<file path="config.mk">
export PLATFORM = sky130hd
export DESIGN_NAME = bcd_operand_loader_flat
export DESIGN_NICKNAME = d
export VERILOG_FILES = /design/src/rtl/bcd_operand_loader_pkg.sv /design/src/rtl/bcd_operand_loader_if.sv /design/src/rtl/bcd_operand_reg.sv /design/src/rtl/bcd_operand_loader.sv /design/src/flat_wrapper.sv
export SDC_FILE = /design/constraint.sdc
export NUM_CORES = 1
export LEC_CHECK = 0
export ABC_AREA = 1
export CELL_PAD_IN_SITES_DETAIL_PLACEMENT = 1
export CELL_PAD_IN_SITES_GLOBAL_PLACEMENT = 1
export CORE_MARGIN = 5
export CORE_UTILIZATION = 30
export CTS_CLUSTER_DIAMETER = 30
export DETAILED_ROUTE_END_ITERATION = 6
export HOLD_SLACK_MARGIN = 0.08
export PLACE_DENSITY = 0.78
export RECOVER_POWER = 25
export SKIP_CTS_REPAIR_TIMING = 1
export SLEW_MARGIN = 40
export SYNTH_ARGS = -nofsm -noshare
export SYNTH_HDL_FRONTEND = slang
export SYNTH_SLANG_ARGS = --single-unit
</file>
<file path="constraint.sdc">
create_clock -name clk -period 5.75 [get_ports clk]
set_input_delay 1.15 -clock clk [delete_from_list [all_inputs] [get_ports clk]]
set_output_delay 1.15 -clock clk [all_outputs]
set_load 0.01 [all_outputs]
</file>
<file path="src/rtl/bcd_operand_loader_pkg.sv">
// Shared types and helpers for the digit-serial BCD operand loader.
package bcd_operand_loader_pkg;

    localparam int unsigned DIGITS_DEF = 100;
    localparam int unsigned BCD_W      = 4;

    typedef enum logic [1:0] {
        LOAD_A,
        LOAD_B,
        HOLD
    } state_e;

    function automatic logic is_bcd(input logic [BCD_W-1:0] digit);
        return digit <= 4'd9;
    endfunction

endpackage

</file>
<file path="src/rtl/bcd_operand_loader_if.sv">
// Digit stream in, packed operand pair out; slave is the loader, master its environment.
interface bcd_operand_loader_if
    import bcd_operand_loader_pkg::*;
#(
    parameter int unsigned DIGITS = DIGITS_DEF
);
    logic                    in_valid;
    logic                    in_ready;
    logic [BCD_W-1:0]        in_digit;
    logic                    in_last;
    logic                    in_cin;
    logic [BCD_W*DIGITS-1:0] a;
    logic [BCD_W*DIGITS-1:0] b;
    logic                    cin;
    logic                    out_valid;
    logic                    out_ready;
    logic                    err;

    modport slave (
        input  in_valid, in_digit, in_last, in_cin, out_ready,
        output in_ready, a, b, cin, out_valid, err
    );

    modport master (
        output in_valid, in_digit, in_last, in_cin, out_ready,
        input  in_ready, a, b, cin, out_valid, err
    );
endinterface

</file>
<file path="src/rtl/bcd_operand_reg.sv">
// One packed BCD operand with indexed digit write; non-BCD digits are stored as zero.
module bcd_operand_reg
    import bcd_operand_loader_pkg::*;
#(
    parameter  int unsigned DIGITS = DIGITS_DEF,
    localparam int unsigned IDX_W  = (DIGITS > 1) ? $clog2(DIGITS) : 1
) (
    input  logic                    clk,
    input  logic                    rst_n,
    input  logic                    we_i,
    input  logic [IDX_W-1:0]        idx_i,
    input  logic [BCD_W-1:0]        digit_i,
    input  logic                    clr_i,
    output logic [BCD_W*DIGITS-1:0] data_o,
    output logic                    digit_ok_o
);
    logic [BCD_W*DIGITS-1:0] data_q;
    logic [BCD_W*DIGITS-1:0] data_d;

    assign digit_ok_o = is_bcd(digit_i);
    assign data_o     = data_q;

    always_comb begin
        data_d = data_q;
        if (clr_i) begin
            data_d = '0;
        end else if (we_i) begin
            data_d[idx_i*BCD_W +: BCD_W] = digit_ok_o ? digit_i : '0;
        end
    end

    always_ff @(posedge clk or negedge rst_n) begin
        if (!rst_n) begin
            data_q <= '0;
        end else begin
            data_q <= data_d;
        end
    end
endmodule

</file>
<file path="src/rtl/bcd_operand_loader.sv">
// Assembles operand A, then B plus carry-in, from a digit stream and holds the pair for the adder.
module bcd_operand_loader
    import bcd_operand_loader_pkg::*;
#(
    parameter  int unsigned DIGITS = DIGITS_DEF,
    localparam int unsigned IDX_W  = (DIGITS > 1) ? $clog2(DIGITS) : 1
) (
    input  logic                 clk,
    input  logic                 rst_n,
    bcd_operand_loader_if.slave  bus
);
    state_e           state_q;
    logic [IDX_W-1:0] idx_q;
    logic             err_q;
    logic             cin_q;
    logic             in_ready_q;
    logic             out_valid_q;

    logic hs;
    logic xfer;
    logic op_end;
    logic we_a;
    logic we_b;
    logic ok_a;
    logic ok_b;
    logic digit_ok;

    assign hs       = bus.in_valid && in_ready_q;
    assign xfer     = out_valid_q && bus.out_ready;
    // The top slot forces operand end so idx never wraps, regardless of in_last.
    assign op_end   = bus.in_last || (idx_q == IDX_W'(DIGITS - 1));
    assign we_a     = hs && (state_q == LOAD_A);
    assign we_b     = hs && (state_q == LOAD_B);
    assign digit_ok = (state_q == LOAD_B) ? ok_b : ok_a;

    bcd_operand_reg #(.DIGITS(DIGITS)) u_reg_a (
        .clk        (clk),
        .rst_n      (rst_n),
        .we_i       (we_a),
        .idx_i      (idx_q),
        .digit_i    (bus.in_digit),
        .clr_i      (xfer),
        .data_o     (bus.a),
        .digit_ok_o (ok_a)
    );

    bcd_operand_reg #(.DIGITS(DIGITS)) u_reg_b (
        .clk        (clk),
        .rst_n      (rst_n),
        .we_i       (we_b),
        .idx_i      (idx_q),
        .digit_i    (bus.in_digit),
        .clr_i      (xfer),
        .data_o     (bus.b),
        .digit_ok_o (ok_b)
    );

    always_ff @(posedge clk or negedge rst_n) begin
        if (!rst_n) begin
            state_q     <= LOAD_A;
            idx_q       <= '0;
            err_q       <= 1'b0;
            cin_q       <= 1'b0;
            in_ready_q  <= 1'b1;
            out_valid_q <= 1'b0;
        end else begin
            case (state_q)
                LOAD_A: begin
                    if (hs) begin
                        if (!digit_ok) err_q <= 1'b1;
                        if (op_end) begin
                            idx_q   <= '0;
                            state_q <= LOAD_B;
                        end else begin
                            idx_q <= idx_q + 1'b1;
                        end
                    end
                end
                LOAD_B: begin
                    if (hs) begin
                        if (!digit_ok) err_q <= 1'b1;
                        if (op_end) begin
                            idx_q       <= '0;
                            cin_q       <= bus.in_cin;
                            state_q     <= HOLD;
                            in_ready_q  <= 1'b0;
                            out_valid_q <= 1'b1;
                        end else begin
                            idx_q <= idx_q + 1'b1;
                        end
                    end
                end
                HOLD: begin
                    if (xfer) begin
                        idx_q       <= '0;
                        err_q       <= 1'b0;
                        cin_q       <= 1'b0;
                        state_q     <= LOAD_A;
                        in_ready_q  <= 1'b1;
                        out_valid_q <= 1'b0;
                    end
                end
                default: begin
                    state_q     <= LOAD_A;
                    idx_q       <= '0;
                    in_ready_q  <= 1'b1;
                    out_valid_q <= 1'b0;
                end
            endcase
        end
    end

    assign bus.in_ready  = in_ready_q;
    assign bus.out_valid = out_valid_q;
    assign bus.err       = err_q;
    assign bus.cin       = cin_q;
endmodule

</file>
<file path="src/flat_wrapper.sv">
// flat-port wrapper written by rule: the top's interface ports become plain ports
module bcd_operand_loader_flat import bcd_operand_loader_pkg::*;
#(
    parameter  int unsigned DIGITS = DIGITS_DEF,
    localparam int unsigned IDX_W  = (DIGITS > 1) ? $clog2(DIGITS) : 1
)
  (clk, rst_n, bus_in_valid, bus_in_digit, bus_in_last, bus_in_cin, bus_out_ready, bus_in_ready, bus_a, bus_b, bus_cin, bus_out_valid, bus_err);
  bcd_operand_loader_if #(.DIGITS(DIGITS)) bus_i ();
  input  logic clk;
  input  logic rst_n;
  input wire logic [$bits(bus_i.in_valid)-1:0] bus_in_valid;
  input wire logic [$bits(bus_i.in_digit)-1:0] bus_in_digit;
  input wire logic [$bits(bus_i.in_last)-1:0] bus_in_last;
  input wire logic [$bits(bus_i.in_cin)-1:0] bus_in_cin;
  input wire logic [$bits(bus_i.out_ready)-1:0] bus_out_ready;
  output wire logic [$bits(bus_i.in_ready)-1:0] bus_in_ready;
  output wire logic [$bits(bus_i.a)-1:0] bus_a;
  output wire logic [$bits(bus_i.b)-1:0] bus_b;
  output wire logic [$bits(bus_i.cin)-1:0] bus_cin;
  output wire logic [$bits(bus_i.out_valid)-1:0] bus_out_valid;
  output wire logic [$bits(bus_i.err)-1:0] bus_err;
  assign bus_i.in_valid = bus_in_valid;
  assign bus_i.in_digit = bus_in_digit;
  assign bus_i.in_last = bus_in_last;
  assign bus_i.in_cin = bus_in_cin;
  assign bus_i.out_ready = bus_out_ready;
  assign bus_in_ready = bus_i.in_ready;
  assign bus_a = bus_i.a;
  assign bus_b = bus_i.b;
  assign bus_cin = bus_i.cin;
  assign bus_out_valid = bus_i.out_valid;
  assign bus_err = bus_i.err;
  bcd_operand_loader #(.DIGITS(DIGITS)) u_core (.clk(clk), .rst_n(rst_n), .bus(bus_i));
endmodule
</file>
Yosys cells after proc, flatten, opt, wreduce, memory -nomap -nowiden
Cells that the tools add are included.
- flip-flop bits (word level): 813
- output and inout bits: 804
- $add $sub $neg: 2
- magnitude comparators: 1
- equal/unequal tests: 10
- shift operators: 2
- multiplexer cells: 31
- bitwise operators: 1
- reductions and logical operators: 16
- operators with widths (cell ; count):
    $mux 400 ; 4
    $bwmux 400 ; 2
    $shift 4x34->400 const A ; 1
    $shiftx 4x34->400 ; 1
    $neg 9->34 ; 1
    $mux 7 ; 3
    $pmux 7 s2 ; 1
    $reduce_and 4->1 ; 3
    $mux 1 ; 10
    $mux 2 ; 5
    $ne 2x1->1 const B ; 5
    $reduce_bool 2->1 ; 4
    $add 7x1->7 const B ; 1
    $eq 7x7->1 const B ; 1
    $pmux 1 s3 ; 2
    $pmux 2 s3 ; 1
    $reduce_and 5->1 ; 1
    $le 4x4->1 const B ; 1
    $logic_and 1x1->1 ; 4
    $mux 4 ; 1
    $ne 2x2->1 const B ; 2
    $pmux 1 s2 ; 2
    $eq 2x1->1 const B ; 1
    $eq 2x2->1 const B ; 1
    other kinds (5) ; 5

Longest topological paths before layout
- depth in word-level cells: 6
- depth in mapped cells: 16
- mapped depth without buffers: 16

Hierarchy
From an unflattened synthesis, not the netlist that was laid out.
- cell total of the unflattened synthesis: 4845
- area, all modules: 39157.6 µm²
- modules (own cells, without submodules) (module ; instances ; cells each ; area an instance (µm²) ; seq. area each (µm²)):
    bcd_operand_reg at u_core.u_reg_a ; 1 ; 2383 ; 19283.5 ; 10009.6
    bcd_operand_reg at u_core.u_reg_b ; 1 ; 2353 ; 19102.1 ; 10009.6
    bcd_operand_loader ; 1 ; 109 ; 772.0 ; 326.6

Least setup slack after synthesis
Ideal clock, no wire load.
- path kind: input to register
- start: input port bus_out_ready
- end: register u_core.u_reg_a.data_q[324], in the netlist u_core.u_reg_a.data_o[324]
- library setup time: 117 ps
- arrival: 2663 ps
- path slack: 2970 ps
- stages: 9
- buffers on the path: 3
- cells stage by stage: nand2_1 inv_1 a21oi_1 inv_1 clkbuf_1 clkbuf_1 buf_1 nand3_1 nand2_1
- longest elaborated chain between the ends: 2
- elaborated cells on any way between the ends: 3
- those cells by class: mux (1); reduce/logical (2)
- RTL lines (element ; line ; source):
    start: declaration ; flat_wrapper.sv:15 ; input wire logic [$bits(bus_i.out_ready)-1:0] bus_out_ready;
    $logic_and 1x1->1 * ; bcd_operand_loader.sv:29 ; assign xfer = out_valid_q && bus.out_ready;
    $mux 400 or $reduce_bool 2->1 (tied branches) ; n/a ;
    end signal: assignment ; bcd_operand_reg.sv:36 ; data_q <= data_d;
    end: declaration ; bcd_operand_reg.sv:17 ; logic [BCD_W*DIGITS-1:0] data_q;
Mark *: on every way between the ends. The rest lies on a longest branch, timed or not.
A chain may end at the register's enable or synchronous reset.

==> summary.txt <==
Tot GR Track Use: 28.97%
clock sinks: 813
WP buf/inv: 2
synthesized flop and latch total: 813
vias in the first global route: 39400
crit-path max FO: 117
Seq/Total Area, Yosys: 56.76%
Arr. time, crit path: 4.88 ns
hold endpoint: u_core.u_reg_a.data_o[85]
FILL cells: 13640
routed len/inst: 26.82 um
fraction of layout cells with a size suffix above 1: 9.036%
initial core utilization: 30.28%
via count: 37970
Syn-to-layout area delta: 48.91%
Static Leakage: 25.74 nW
max frequency: 0.2299 GHz
1st-pass router iterations: 7
# setup viols final: 0
post-place setup slack: 1.464 ns
clock buffer depth: 3
main flop type after synthesis: dfrtp_1
DRT Wirelength: 189600 um
dpl hpwl: 134800 um
kind of critical path: input pin to async pin
die height: 355.7 um
ratio of final minimum period to clock period: 75.65%
Slowest-stage cell, CP: clkbuf_1
full die area: 0.1265 mm^2
Post-synth EDFFs: 0
Nets: 5306
Worst Hold Depth: 2
worst-skew pair later-pin latency: 0.80 ns
final hold violations: 0
uppermost routed layer: met5
status: finished, violations left
GPL Wtd Cong: 0.9183
RSZ-0062 raised after global routing: no
reg-to-reg endpoint: u_core.u_reg_a.data_o[384]
reg-to-reg startpoint: u_core.idx_q[0]
Critical Path End Type: async pin
worst relative slew slack: -80.90%
total length of routed met2 wires: 83110 um
Worst Hold Slack: 0.4670 ns
post-synthesis instance total: 4417
Slew @ Worst Pin: 2.713 ns
grt total ovfl: 0
Hold Path Class: register to register
antenna viol nets, final: 0
Initial DRC Count: 3534
Ports: 814
met3 WL: 17360 um
post-route setup slack: 1.400 ns
reg2reg setup slack: 1.60 ns
antenna violations before repair: 1
Slew Limit Fails: 222
peak supply drop: 0.4339 mV
first-pass GRT wire length: 274200 um
M1 WL: 75000 um
DIE WIDTH: 355.7 um
TritonCTS clock tree: done
Unique masters post-synth: 35
YS warnings: 0
total CTS buffers: 201
syn_area_per_cell: 8.116 um^2
clock skew: 0.03613 ns
power per cell area: 451.6 mW/mm^2
CP max stage delay: 1.89 ns
CTS Root Cell: clkbuf_16
Tot Pwr: 24.10 mW
H-tree Lvls: 4
clock transition at the registers of the reported paths: 0.04 ns
commonest non-fill, non-tap cell in the layout: nand2_1
Max Cap Viol: 4
Syn Nets: 4430
row count: 126
Startpoint Class: input pin
Mapped Area: 0.03585 mm^2
input/output buffers: 813
min Tclk post-route: 4.350 ns
violated checks: capacitance limit, slew limit
DRC viols: 0
crit path cell chain: clkbuf_1 -> clkbuf_4
worst reg2reg path depth: 10
setup TNS: 0 ns
Worst Path Required: 6.28 ns
most frequent cells in the layout: 1926 x nand2_1, 812 x clkdlybuf4s50_1, 812 x dfrtp_1
Crit path max-delay family: buffers and inverters
via/cell ratio: 5.371
launch point of the worst hold path: u_core.u_reg_a.data_o[85]
Async SR Flop Fraction: 100.0%
core region area: 0.1184 mm^2
largest net degree at the start of global routing: 159
==> cells in the mapped netlist (16+ instances only) <==
cell type	count	area, um^2
o21ai_0	257	1286
o21ai_1	16	80.08
buf_2	40	200.2
buf_1	38	142.6
nor2_2	29	181.4
dfrtp_1	812	20320
nor2_1	236	885.9
inv_1	129	484.2
nor3_1	112	560.5
nand3_1	395	1977
clkbuf_1	133	499.2
nand4_1	240	1501
nand2_1	1929	7241
==> flip-flops by register name, summed over array words and instances (netlist names) <==
| register | flops |
|---|---|
| u_core.bus.out_valid | 1 |
| u_core.state_q | 2 |
| u_core.bus.err | 1 |
| u_core.u_reg_b.data_o | 400 |
| u_core.u_reg_a.data_o | 400 |
| u_core.bus.cin | 1 |
| u_core.bus.in_ready | 1 |
| u_core.idx_q | 7 |
==> logic make-up (layout without fill, tap and decap cells) <==
kind of cell | count (synthesis) | after routing | synth area share, %
and+or+nand+nor | 2960 | 2960 | 35.11
DFF | 813 | 813 | 56.76
buffers and inverters | 351 | 1401 | 3.825
AOI/OAI and AO/OA | 287 | 287 | 4.059
adders and majority gates | 3 | 3 | 0.1047
xor gates and xnor gates | 3 | 3 | 0.1466
other | 0 | 2 | 0
==> worst max-delay path by stage <==
stage	startpoint	endpoint	slack, ns	cells past startpoint
2_1_floorplan	bus_out_ready	u_core.u_reg_a.data_o[324]	2.97	9
3_3_place_gp	bus_in_digit[3]	u_core.u_reg_a.data_o[47]	1.49	9
3_5_place_dp	bus_in_digit[3]	u_core.u_reg_a.data_o[47]	1.46	9
4_1_cts	u_core.idx_q[0]	u_core.u_reg_b.data_o[130]	1.79	10
5_1_grt	rst_n	u_core.u_reg_a.data_o[287]	0.87	2
6_report	rst_n	u_core.u_reg_a.data_o[37]	1.40	2
==> tightest hold or removal path: stages, from the launching register on <==
cell and delay, ns:
dfrtp_1 0.34, nand2_1 0.05, nand2_1 0.05
==> where the power goes <==
part	internal [mW]	switching (mW)
registers	5.78	0.0370
logic	0.832	5.27
clock network	8.40	3.79
total	15.0	9.09
==> cell type report <==
cell class	count	area [um^2]	area share (%)
sequential	813	20350	38.12
multi-input combinational	3253	14220	26.64
timing repair buffer	885	8876	16.63
clock buffer	272	5779	10.83
tap	1600	2002	3.750
clock inverter	105	1600	2.998
inverter	139	551.8	1.034
antenna	2	5.005	0.009376
==> per-layer routing <==
layer  track usage, %  vias to the layer above
li1                 -                    16290
met1            35.90                    19270
met4            18.17                        2
met2            44.13                     1846
met3            8.891                      561
met5                0                        -
==> through the flow <==
step                utilization, %  instance area [um^2]  cells
finish                       45.09                 53380   7069
floorplan                        -                 35850   4417
detailed placement           38.85                 45990   6689
global placement             38.81                 45950   6688
CTS                          45.08                 53370   7066
global route                 45.08                 53370   7067
Note: power is estimated with default switching activity, not from simulation.
